File: config.mk
export PLATFORM = sky130hd
export DESIGN_NAME = spi_flash_responder
export DESIGN_NICKNAME = d
export VERILOG_FILES = /design/src/rtl/spi_flash_responder.sv
export SDC_FILE = /design/constraint.sdc
export NUM_CORES = 1
export LEC_CHECK = 0
export CAP_MARGIN = 0
export CORE_UTILIZATION = 35
export CTS_CLUSTER_SIZE = 12
export DETAILED_ROUTE_END_ITERATION = 10
export RECOVER_POWER = 25
export SYNTH_ARGS = -nofsm -noshare
export SYNTH_HDL_FRONTEND = slang
export SYNTH_SLANG_ARGS = --single-unit
File: constraint.sdc
create_clock -name clk -period 5.25 [get_ports clk]
set_input_delay 1.3125 -clock clk [delete_from_list [all_inputs] [get_ports clk]]
set_output_delay 1.3125 -clock clk [all_outputs]
set_load 0.005 [all_outputs]
File: src/rtl/spi_flash_responder.sv
// spi_flash_responder: SPI Mode 0 target emulating a serial NOR flash (READ, RDSR, RDID)
// backed by a synchronous byte memory; SPI pins are oversampled by clk.
module spi_flash_responder #(
   parameter int          ADDR_W   = 12,
   parameter logic [23:0] JEDEC_ID = 24'hEF4016,
   parameter logic [7:0]  STATUS   = 8'h00
) (
   input  logic              clk,
   input  logic              reset,
   input  logic              i_SPI_CLK,
   input  logic              i_SPI_CS,
   input  logic              i_SPI_MOSI,
   output logic              o_SPI_MISO,
   output logic              o_SPI_MISO_OE,
   output logic              o_MEM_RD,
   output logic [ADDR_W-1:0] o_MEM_ADDR,
   input  logic [7:0]        i_MEM_DATA,
   output logic              o_BYTE_DONE
);
   localparam logic [2:0] S_IDLE = 3'd0, S_CMD = 3'd1, S_ADDR = 3'd2, S_DATA = 3'd3, S_IGN = 3'd4;
   localparam logic [1:0] M_READ = 2'd0, M_RDSR = 2'd1, M_RDID = 2'd2;
   logic [1:0]        sclk_s, cs_s, mosi_s;
   logic              sclk_d, cs_d;
   logic [2:0]        state;
   logic [1:0]        mode, id_idx;
   logic [5:0]        bitcnt;
   logic [2:0]        bcnt;
   logic [23:0]       sr;
   logic [7:0]        tx, nxt;
   logic              load, mem_lat;
   logic [ADDR_W-1:0] addr;
   logic              rise, fall, cs_hi;
   logic [23:0]       sr_in;
   logic [5:0]        bitcnt_inc;
   logic [7:0]        id_next;
   assign rise       = sclk_s[1] & ~sclk_d;
   assign fall       = ~sclk_s[1] & sclk_d;
   assign cs_hi      = cs_s[1];
   assign sr_in      = {sr[22:0], mosi_s[1]};
   assign bitcnt_inc = bitcnt + {5'd0, bitcnt != 6'd32};
   assign id_next    = id_idx == 2'd1 ? JEDEC_ID[15:8] : id_idx == 2'd2 ? JEDEC_ID[7:0] : 8'h00;
   assign o_MEM_ADDR = addr;
   // CS synchronizer resets low so a CS already held low at reset release is not taken as a new select
   always_ff @(posedge clk or posedge reset) begin
      if (reset) begin
         sclk_s        <= '0;
         cs_s          <= '0;
         mosi_s        <= '0;
         sclk_d        <= 1'b0;
         cs_d          <= 1'b0;
         state         <= S_IDLE;
         mode          <= M_READ;
         id_idx        <= '0;
         bitcnt        <= '0;
         bcnt          <= '0;
         sr            <= '0;
         tx            <= '0;
         nxt           <= '0;
         load          <= 1'b0;
         mem_lat       <= 1'b0;
         addr          <= '0;
         o_SPI_MISO    <= 1'b0;
         o_SPI_MISO_OE <= 1'b0;
         o_MEM_RD      <= 1'b0;
         o_BYTE_DONE   <= 1'b0;
      end else begin
         sclk_s      <= {sclk_s[0], i_SPI_CLK};
         cs_s        <= {cs_s[0], i_SPI_CS};
         mosi_s      <= {mosi_s[0], i_SPI_MOSI};
         sclk_d      <= sclk_s[1];
         cs_d        <= cs_s[1];
         o_MEM_RD    <= 1'b0;
         o_BYTE_DONE <= 1'b0;
         mem_lat     <= o_MEM_RD;
         if (cs_hi) begin
            state         <= S_IDLE;
            o_SPI_MISO_OE <= 1'b0;
            o_SPI_MISO    <= 1'b0;
            bitcnt        <= '0;
            bcnt          <= '0;
            load          <= 1'b0;
            mem_lat       <= 1'b0;
         end else begin
            case (state)
               S_IDLE: if (cs_d) begin
                  state  <= S_CMD;
                  bitcnt <= '0;
               end
               S_CMD: if (rise) begin
                  sr     <= sr_in;
                  bitcnt <= bitcnt_inc;
                  if (bitcnt == 6'd7) begin
                     bcnt <= '0;
                     case (sr_in[7:0])
                        8'h03: begin
                           state <= S_ADDR;
                           mode  <= M_READ;
                        end
                        8'h05: begin
                           state <= S_DATA;
                           mode  <= M_RDSR;
                           nxt   <= STATUS;
                           load  <= 1'b1;
                        end
                        8'h9F: begin
                           state  <= S_DATA;
                           mode   <= M_RDID;
                           nxt    <= JEDEC_ID[23:16];
                           id_idx <= 2'd1;
                           load   <= 1'b1;
                        end
                        default: state <= S_IGN;
                     endcase
                  end
               end
               S_ADDR: if (rise) begin
                  sr     <= sr_in;
                  bitcnt <= bitcnt_inc;
                  if (bitcnt == 6'd31) begin
                     addr     <= sr_in[ADDR_W-1:0];
                     o_MEM_RD <= 1'b1;
                     state    <= S_DATA;
                  end
               end
               S_DATA: begin
                  if (fall) begin
                     o_SPI_MISO_OE <= 1'b1;
                     {o_SPI_MISO, tx} <= load ? {nxt, 1'b0} : {tx, 1'b0};
                     load <= 1'b0;
                  end
                  if (mem_lat) begin
                     nxt  <= i_MEM_DATA;
                     load <= 1'b1;
                  end
                  if (rise) begin
                     bcnt <= bcnt + 3'd1;
                     if (bcnt == 3'd7) begin
                        o_BYTE_DONE <= 1'b1;
                        if (mode == M_READ) begin
                           addr     <= addr + ADDR_W'(1);
                           o_MEM_RD <= 1'b1;
                        end else begin
                           nxt    <= mode == M_RDSR ? STATUS : id_next;
                           id_idx <= id_idx + {1'b0, id_idx != 2'd3};
                           load   <= 1'b1;
                        end
                     end
                  end
               end
               S_IGN: o_SPI_MISO_OE <= 1'b0;
               default: state <= S_IDLE;
            endcase
         end
      end
   end
endmodule

### Word-level counts from Yosys, hierarchy flattened

Index checks and enable logic that the tools add are counted.

| storage, ports and cells | value |
|---|---|
| input bits | 13 |
| register bits | 69 |

| operators by class | value |
|---|---|
| equality and inequality tests | 35 |
| mux-type cells | 71 |
| bitwise gates (word level) | 5 |
| reductions and logical operators | 25 |
| add/subtract/negate cells | 4 |

Operators by type and width:

| operator | count |
|---|---|
| 12-bit 2-to-1 mux | 5 |
| 8-bit 2-to-1 mux | 6 |
| 8-bit one-hot mux with 2 select lines | 2 |
| 3-bit 2-to-1 mux | 10 |
| 3-bit inequality test (second input constant) | 9 |
| 1-bit 2-to-1 mux | 25 |
| 12-bit one-hot mux with 2 select lines | 1 |
| 2-bit inequality test (second input constant) | 10 |
| 6-bit 2-to-1 mux | 3 |
| 7-bit 2-to-1 mux | 2 |
| 12-bit by 1-bit adder with 12-bit output (second input constant) | 1 |
| 2-bit 2-to-1 mux | 6 |
| 3-bit one-hot mux with 2 select lines | 2 |
| 3-bit one-hot mux with 4 select lines | 1 |
| 6-bit one-hot mux with 2 select lines | 1 |
| 3-bit nonzero test | 4 |
| 5-bit AND reduction | 2 |
| 9-bit 2-to-1 mux | 1 |
| 3-bit AND reduction | 3 |
| 8-bit by 2-bit equality test with 1-bit output (second input constant) | 1 |
| 8-bit by 3-bit equality test with 1-bit output (second input constant) | 1 |
| 8-bit equality test (second input constant) | 1 |
| 4-bit AND reduction | 2 |
| 8-bit AND reduction | 1 |
| other kinds (26) | 40 |

### Logic depth before layout (Yosys ltp)

Gate-level depths: netlist (run 1).

| depth | value |
|---|---|
| depth after elaboration | 9 |
| mapped depth | 8 |
| mapped depth without buffers | 8 |

### Least setup slack after synthesis (run 1)

OpenSTA, ideal clock, no wires.

| path | value |
|---|---|
| kind | input -> register |
| start point | input i_MEM_DATA[6] |
| end point | register nxt[6] |
| path buffers | 0 |
| data required time | 5124 ps |
| library setup time | 126 ps |
| path slack | 3371 ps |
| stages | 3 |
| arrival | 1753 ps |
| cell sequence | mux2_2 -> a21oi_1 -> o31ai_1 |

| on the way | value |
|---|---|
| longest elaborated chain between the ends | 5 |

Ends and longest elaborated chain:

| item | line | source |
|---|---|---|
| start: declaration | 17 | `input logic [7:0] i_MEM_DATA,` |
| 8-bit 2-to-1 mux (*) | 131 | `if (mem_lat) begin` |
| 8-bit 2-to-1 mux | 139 | `if (mode == M_READ) begin` |
| 8-bit 2-to-1 mux | 137 | `if (bcnt == 3'd7) begin` |
| 8-bit 2-to-1 mux (*) | 135 | `if (rise) begin` |
| 8-bit one-hot mux with 2 select lines (*) | 84 | `case (state)` |
| end signal: assignment | 108 | `nxt <= JEDEC_ID[23:16];` |
| end signal: assignment | 132 | `nxt <= i_MEM_DATA;` |
| end signal: assignment | 143 | `nxt <= mode == M_RDSR ? STATUS : id_next;` |
| end: declaration | 29 | `logic [7:0] tx, nxt;` |

Every way passes the cells marked *; elsewhere a longest branch is shown, timed or not.
A chain may end at the register's enable or synchronous reset.

==> impl_metrics.env, run 1 <==
export IMPL_status="complete, but fails checks"
export IMPL_violations="max-capacitance violations, max-slew violations"
export IMPL_ctsHoldBuffers=0
export IMPL_peakVddDrop_uv=145
export IMPL_final_hold_viol_count=0
export IMPL_avgViaCountPerCell=5.30
export IMPL_hp_class="flip-flop to flip-flop"
export IMPL_yosys_warnings=0
export IMPL_cp_cell_sequence="dlygate4sd3_1, inv_1, buf_4"
export IMPL_rsz0062_at_grt="no"
export IMPL_grt_max_degree=47
export IMPL_synth_cells=347
export IMPL_min_to="sclk_s[1]$_DFF_PP0_"
export IMPL_rows=35
export IMPL_fmax_ghz=0.328
export IMPL_critPathMaxFanout=46
export IMPL_place_hpwl_mm=5.27
export IMPL_die_y_um=101
export IMPL_core_mm2=0.00937
export IMPL_start_kind="input pin"
export IMPL_clk_path_buf_depth=2
export IMPL_drc=0
export IMPL_r2r_end="o_MEM_ADDR[5]$_DFFE_PP0P_"
export IMPL_area_growth_pct=15.3
export IMPL_drv_cap=1
export IMPL_finalCritPeriodShare=0.580
export IMPL_drive_gt1_frac=0.0860
export IMPL_synth_compound_area_share=0.164
export IMPL_insertion_delay_ps=350
export IMPL_synth_simple_area_share=0.191
export IMPL_nets=387
export IMPL_worstSetupEndpointType="async pin"
export IMPL_die_w_um=101
export IMPL_slew_headroom=-0.139
export IMPL_hold_depth=0
export IMPL_powerDensity_mw_per_mm2=336
export IMPL_ff_latch_area_mm2=0.00170
export IMPL_multiInputGateArea_mm2=0.00159
export IMPL_grt_pass1_vias=2571
export IMPL_gp_congestion=0.811
export IMPL_totalWireLength_mm=7.48
export IMPL_slowest_delay_ps=1210
export IMPL_min_from="sclk_s[0]$_DFF_PP0_"
export IMPL_drt_pass1_iterations=4
export IMPL_via_count=2656
export IMPL_grt_pass1_wl_mm=12.9
export IMPL_ios=29
export IMPL_clock_skew_ps=7.46
export IMPL_syn_num_nets=366
export IMPL_async_reset_ff_frac=1.00
export IMPL_finalSetupTns_ps=0
export IMPL_fin_util=0.424
export IMPL_start_util=0.368
export IMPL_worst_path_max_delay_cell="inv_1"
export IMPL_regToRegSetupSlack_ps=2320
export IMPL_cts_setup_buffers=0
export IMPL_slew_violations=47
export IMPL_syn_area_mm2=0.00345
export IMPL_wl_per_cell_um=14.9
export IMPL_synth_top_area_share=0.493
export IMPL_portBuffers=28
export IMPL_synth_largest_area_cell="dfrtp_1"
export IMPL_reg2reg_depth=6
export IMPL_layout_min_cycle_time_ps=3040
export IMPL_cpLargestDelayFamily="buffers and inverters"
export IMPL_cts_clk_slew_worst_paths_ps=70
export IMPL_cts_resized=0
export IMPL_overflow=0
export IMPL_ys_ff_latch=68
export IMPL_tightest_slew_ps=1710
export IMPL_gr_usage_all_layers=0.163
export IMPL_path_buf_inv=3
export IMPL_cts_root_buf="clkbuf_8"
export IMPL_syn_avg_cell_area_um2=9.94
export IMPL_antenna_found_initial=0
export IMPL_synth_top_family_by_area="simple AND/OR/NAND/NOR gates"
export IMPL_cts_max_level=3
export IMPL_crit_required_ps=5760
export IMPL_diodes=0
export IMPL_cts_made_buffers=9
export IMPL_post_synth_main_area_contributors="dfrtp_1 49%, nand2_1 4.8%, mux2_2 3.9%"
export IMPL_r2r_start="state[1]$_DFFE_PP0P_"
export IMPL_leakagePower_uw=0.00163
export IMPL_drt_iter0_drc=142
export IMPL_ys_types=56
export IMPL_ys_seq_area_frac=0.493
export IMPL_nFillCells=947
export IMPL_whs_ps=352
export IMPL_clock_sinks=68
export IMPL_antenna_left=0
export IMPL_report_final_setup_viol=0
export IMPL_criticalPathCategory="input pin to async pin"
export IMPL_synth_edf_count=0
export IMPL_crit_arrival_ps=3560
export IMPL_muxShareOfSynthArea=0.0751
export IMPL_cts_tree="done"
export IMPL_synth_xor_area_share=0.0127
export IMPL_synthFlopType="dfrtp_1"
export IMPL_synth_fa_ha_area_frac=0.0218
export IMPL_die_area_mm2=0.0103
[power by group]
group	switching, µW	internal, µW	leakage, µW
Combinational	120	134	0.000627
Clock	203	216	0.0000873
Sequential	88.7	572	0.000916
Total	412	922	0.00163
[synth_stat cells, types with 6 or more instances]
library cell,count
mux2_2,12
clkbuf_1,6
mux2i_1,9
o21ai_0,8
nand2_1,44
dfrtp_1,68
ha_1,6
o21ai_1,10
a21oi_1,25
a2bb2oi_1,6
nor3_1,7
inv_1,12
buf_2,9
o2bb2ai_1,6
nand3_1,15
nor2_1,22
[cells in the final DEF (no fill, tap or decap), drive strengths merged, types with 3 or more instances in the layout]
cell	synthesis	routed
nand3	15	15
o31ai	3	3
inv	13	13
a2bb2oi	6	6
nand4	3	3
o22ai	4	4
mux2	15	15
nor2	22	22
ha	6	6
o2bb2ai	6	6
clkdlybuf4s50	0	24
clkbuf	6	9
nor3	7	7
o21ai	18	18
dlygate4sd3	0	4
nand2b	3	3
nor3b	4	4
nand2	44	44
nor4	4	4
or3	4	4
xnor2	5	5
mux2i	9	9
dfrtp	68	68
nor2b	3	3
o211ai	3	3
a21oi	26	26
clkinvlp	0	3
[through the flow]
stage	cells	worst slack [ps]	area [µm²]	power, µW
2_1_floorplan	347	2230	3450	841
3_3_place_gp	486	2400	3800	924
3_5_place_dp	486	2320	3800	929
4_1_cts	501	2320	3990	1350
5_1_grt	501	1780	3980	1410
6_report	501	2210	3980	1330
[routing by layer]
| layer | wire, µm | up-vias | global-route usage |
|---|---|---|---|
| met2 | 3600 | 49 | 0.252 |
| li1 | - | 1297 | - |
| met3 | 378 | 6 | 0.0511 |
| met5 | 0 | - | 0 |
| met4 | 80 | 0 | 0.0546 |
| met1 | 3420 | 1304 | 0.218 |
[worst max-delay path by stage]
stage                                    start                        end  slack, ps  cells after the start
after detailed placement  state[1]$_DFFE_PP0P_  o_MEM_ADDR[2]$_DFFE_PP0P_       2320                      6
after global placement    state[1]$_DFFE_PP0P_  o_MEM_ADDR[0]$_DFFE_PP0P_       2400                      6
after floorplan                          reset        bcnt[0]$_DFFE_PP0P_       2230                      1
after CTS                 state[1]$_DFFE_PP0P_  o_MEM_ADDR[0]$_DFFE_PP0P_       2320                      6
after global routing                     reset      bitcnt[2]$_DFFE_PP0P_       1780                      3
final                                    reset      bitcnt[5]$_DFFE_PP0P_       2210                      3
[area by class of cell]
type | instances | area share
clock buffer | 9 | 0.0312
inverter | 13 | 0.0123
clock inverter | 6 | 0.0167
sequential | 68 | 0.428
tap | 129 | 0.0406
multi-input combinational | 247 | 0.399
timing repair buffer | 29 | 0.0724
[registers in the layout, indices dropped and copies added, names as in the netlist, 2 cells and up]
register	cells
o_MEM_ADDR	12
mosi_s	2
nxt	8
bitcnt	6
sr	11
mode	2
tx	7
id_idx	2
cs_s	2
sclk_s	2
bcnt	3
state	3
[cell families after synthesis]
logic type	Yosys count
buffers and inverters	32
muxes	24
xor gates and xnor gates	5
and+or+nand+nor	126
DFF	68
adders and majority gates	6
AOI/OAI and AO/OA	86
(Power assumes the default switching activity.)
==> run 2, diff against run 1 <==
==> constraint.sdc (replaced) <==
create_clock -name clk -period 2.74 [get_ports clk]
set_input_delay 0.685 -clock clk [delete_from_list [all_inputs] [get_ports clk]]
set_output_delay 0.685 -clock clk [all_outputs]
set_load 0.005 [all_outputs]
==> impl_metrics.env, run 2 (synthesis gave the netlist of run 1 again) <==
export IMPL_status="finished, final reports clean"
export IMPL_hp_class="flip-flop to flip-flop"
export IMPL_path_buf_inv=2
export IMPL_drive_gt1_frac=0.100
export IMPL_grt_pass1_vias=2596
export IMPL_clock_skew_ps=12.2
export IMPL_grt_max_degree=33
export IMPL_place_hpwl_mm=5.43
export IMPL_drt_iter0_drc=132
export IMPL_cp_cell_sequence="clkbuf_1, inv_1, nand2_1, o32a_1, nand2b_4, o2bb2ai_1"
export IMPL_report_final_setup_viol=0
export IMPL_rsz0062_at_grt="no"
export IMPL_avgViaCountPerCell=5.20
export IMPL_ios=29
export IMPL_die_w_um=101
export IMPL_core_mm2=0.00937
export IMPL_wl_per_cell_um=15.0
export IMPL_crit_arrival_ps=2380
export IMPL_gp_congestion=0.832
export IMPL_tightest_slew_ps=807
export IMPL_slowest_delay_ps=620
export IMPL_critPathMaxFanout=17
export IMPL_peakVddDrop_uv=310
export IMPL_insertion_delay_ps=350
export IMPL_cts_setup_buffers=0
export IMPL_drc=0
export IMPL_layout_min_cycle_time_ps=2110
export IMPL_layout_commonest_cell="dfrtp_1"
export IMPL_area_growth_pct=17.6
export IMPL_cpLargestDelayFamily="buffers and inverters"
export IMPL_gr_usage_all_layers=0.164
export IMPL_powerDensity_mw_per_mm2=658
export IMPL_slew_violations=0
export IMPL_cts_tree="done"
export IMPL_power_total_uw=2670
export IMPL_slew_headroom=0.462
export IMPL_cts_resized=0
export IMPL_r2r_start="cs_s[1]$_DFF_PP0_"
export IMPL_cts_max_level=3
export IMPL_start_util=0.368
export IMPL_antenna_left=0
export IMPL_worst_path_max_delay_cell="clkbuf_1"
export IMPL_diodes=0
export IMPL_worstSetupEndpointType="flip-flop"
export IMPL_fmax_ghz=0.474
export IMPL_totalWireLength_mm=7.60
export IMPL_grt_pass1_wl_mm=12.8
export IMPL_mostFrequentLayoutCells="68 x dfrtp_1, 44 x nand2_1, 25 x a21oi_1"
export IMPL_die_y_um=101
export IMPL_r2r_end="nxt[0]$_DFFE_PP0P_"
export IMPL_min_to="mosi_s[1]$_DFF_PP0_"
export IMPL_hold_depth=0
export IMPL_final_hold_viol_count=0
export IMPL_via_count=2640
export IMPL_cts_made_buffers=9
export IMPL_start_kind="flip-flop"
export IMPL_antenna_found_initial=0
export IMPL_criticalPathCategory="flip-flop to flip-flop"
export IMPL_leakagePower_uw=0.00168
export IMPL_portBuffers=28
export IMPL_clock_sinks=68
export IMPL_cts_clk_slew_worst_paths_ps=70
export IMPL_min_from="mosi_s[0]$_DFF_PP0_"
export IMPL_overflow=0
export IMPL_reg2reg_depth=6
export IMPL_rows=35
export IMPL_drv_cap=0
export IMPL_finalSetupTns_ps=0
export IMPL_cts_root_buf="clkbuf_8"
export IMPL_nets=393
export IMPL_ctsHoldBuffers=0
export IMPL_finalCritPeriodShare=0.770
export IMPL_regToRegSetupSlack_ps=630
export IMPL_largest_register_ffs=12
export IMPL_die_area_mm2=0.0103
export IMPL_drt_pass1_iterations=4
export IMPL_crit_required_ps=3010
export IMPL_clk_path_buf_depth=2
run 2: metal layers:
layer | vias up | global-route usage | wire length [µm]
li1 | 1311 | - | -
met1 | 1272 | 0.210 | 3580
met2 | 50 | 0.267 | 3640
met3 | 7 | 0.0531 | 294
met4 | 0 | 0.0401 | 79
met5 | - | 0 | 0
run 2: how the worst max path moves through the flow:
stage	start	endpoint	cells after the start
3_5_place_dp	state[0]$_DFFE_PP0P_	nxt[5]$_DFFE_PP0P_	5
3_3_place_gp	state[1]$_DFFE_PP0P_	id_idx[0]$_DFFE_PP0P_	5
2_1_floorplan	reset	bcnt[0]$_DFFE_PP0P_	1
5_1_grt	cs_s[1]$_DFF_PP0_	nxt[5]$_DFFE_PP0P_	6
4_1_cts	o_MEM_ADDR[7]$_DFFE_PP0P_	o_MEM_ADDR[7]	1
6_report	cs_s[1]$_DFF_PP0_	nxt[0]$_DFFE_PP0P_	6
run 2: area by class of cell:
class	count	area, µm²
fillers	917	5320
clock inverters	6	88.8
flip-flops and latches	68	1700
clock buffers	10	128
multi-input cells	247	1600
well taps	129	161
inverters	13	48.8
repair buffers	35	327
run 2: through the flow:
step | util | cells | worst slack [ps] | hold WS (ps) | instance area [µm²]
5_1_grt | 0.433 | 508 | 453 | 363 | 4060
3_5_place_dp | 0.412 | 492 | 714 | 335 | 3860
6_report | 0.433 | 508 | 629 | 350 | 4060
3_3_place_gp | 0.412 | 492 | 738 | 334 | 3860
2_1_floorplan | - | 347 | 343 | 331 | 3450
4_1_cts | 0.435 | 508 | 633 | 353 | 4070
run 2: where the power goes:
group	leakage [µW]	switching, µW	internal, µW
sequential	0.000916	162	1100
clock	0.000102	386	512
combinational	0.000660	248	264
total	0.00168	795	1870
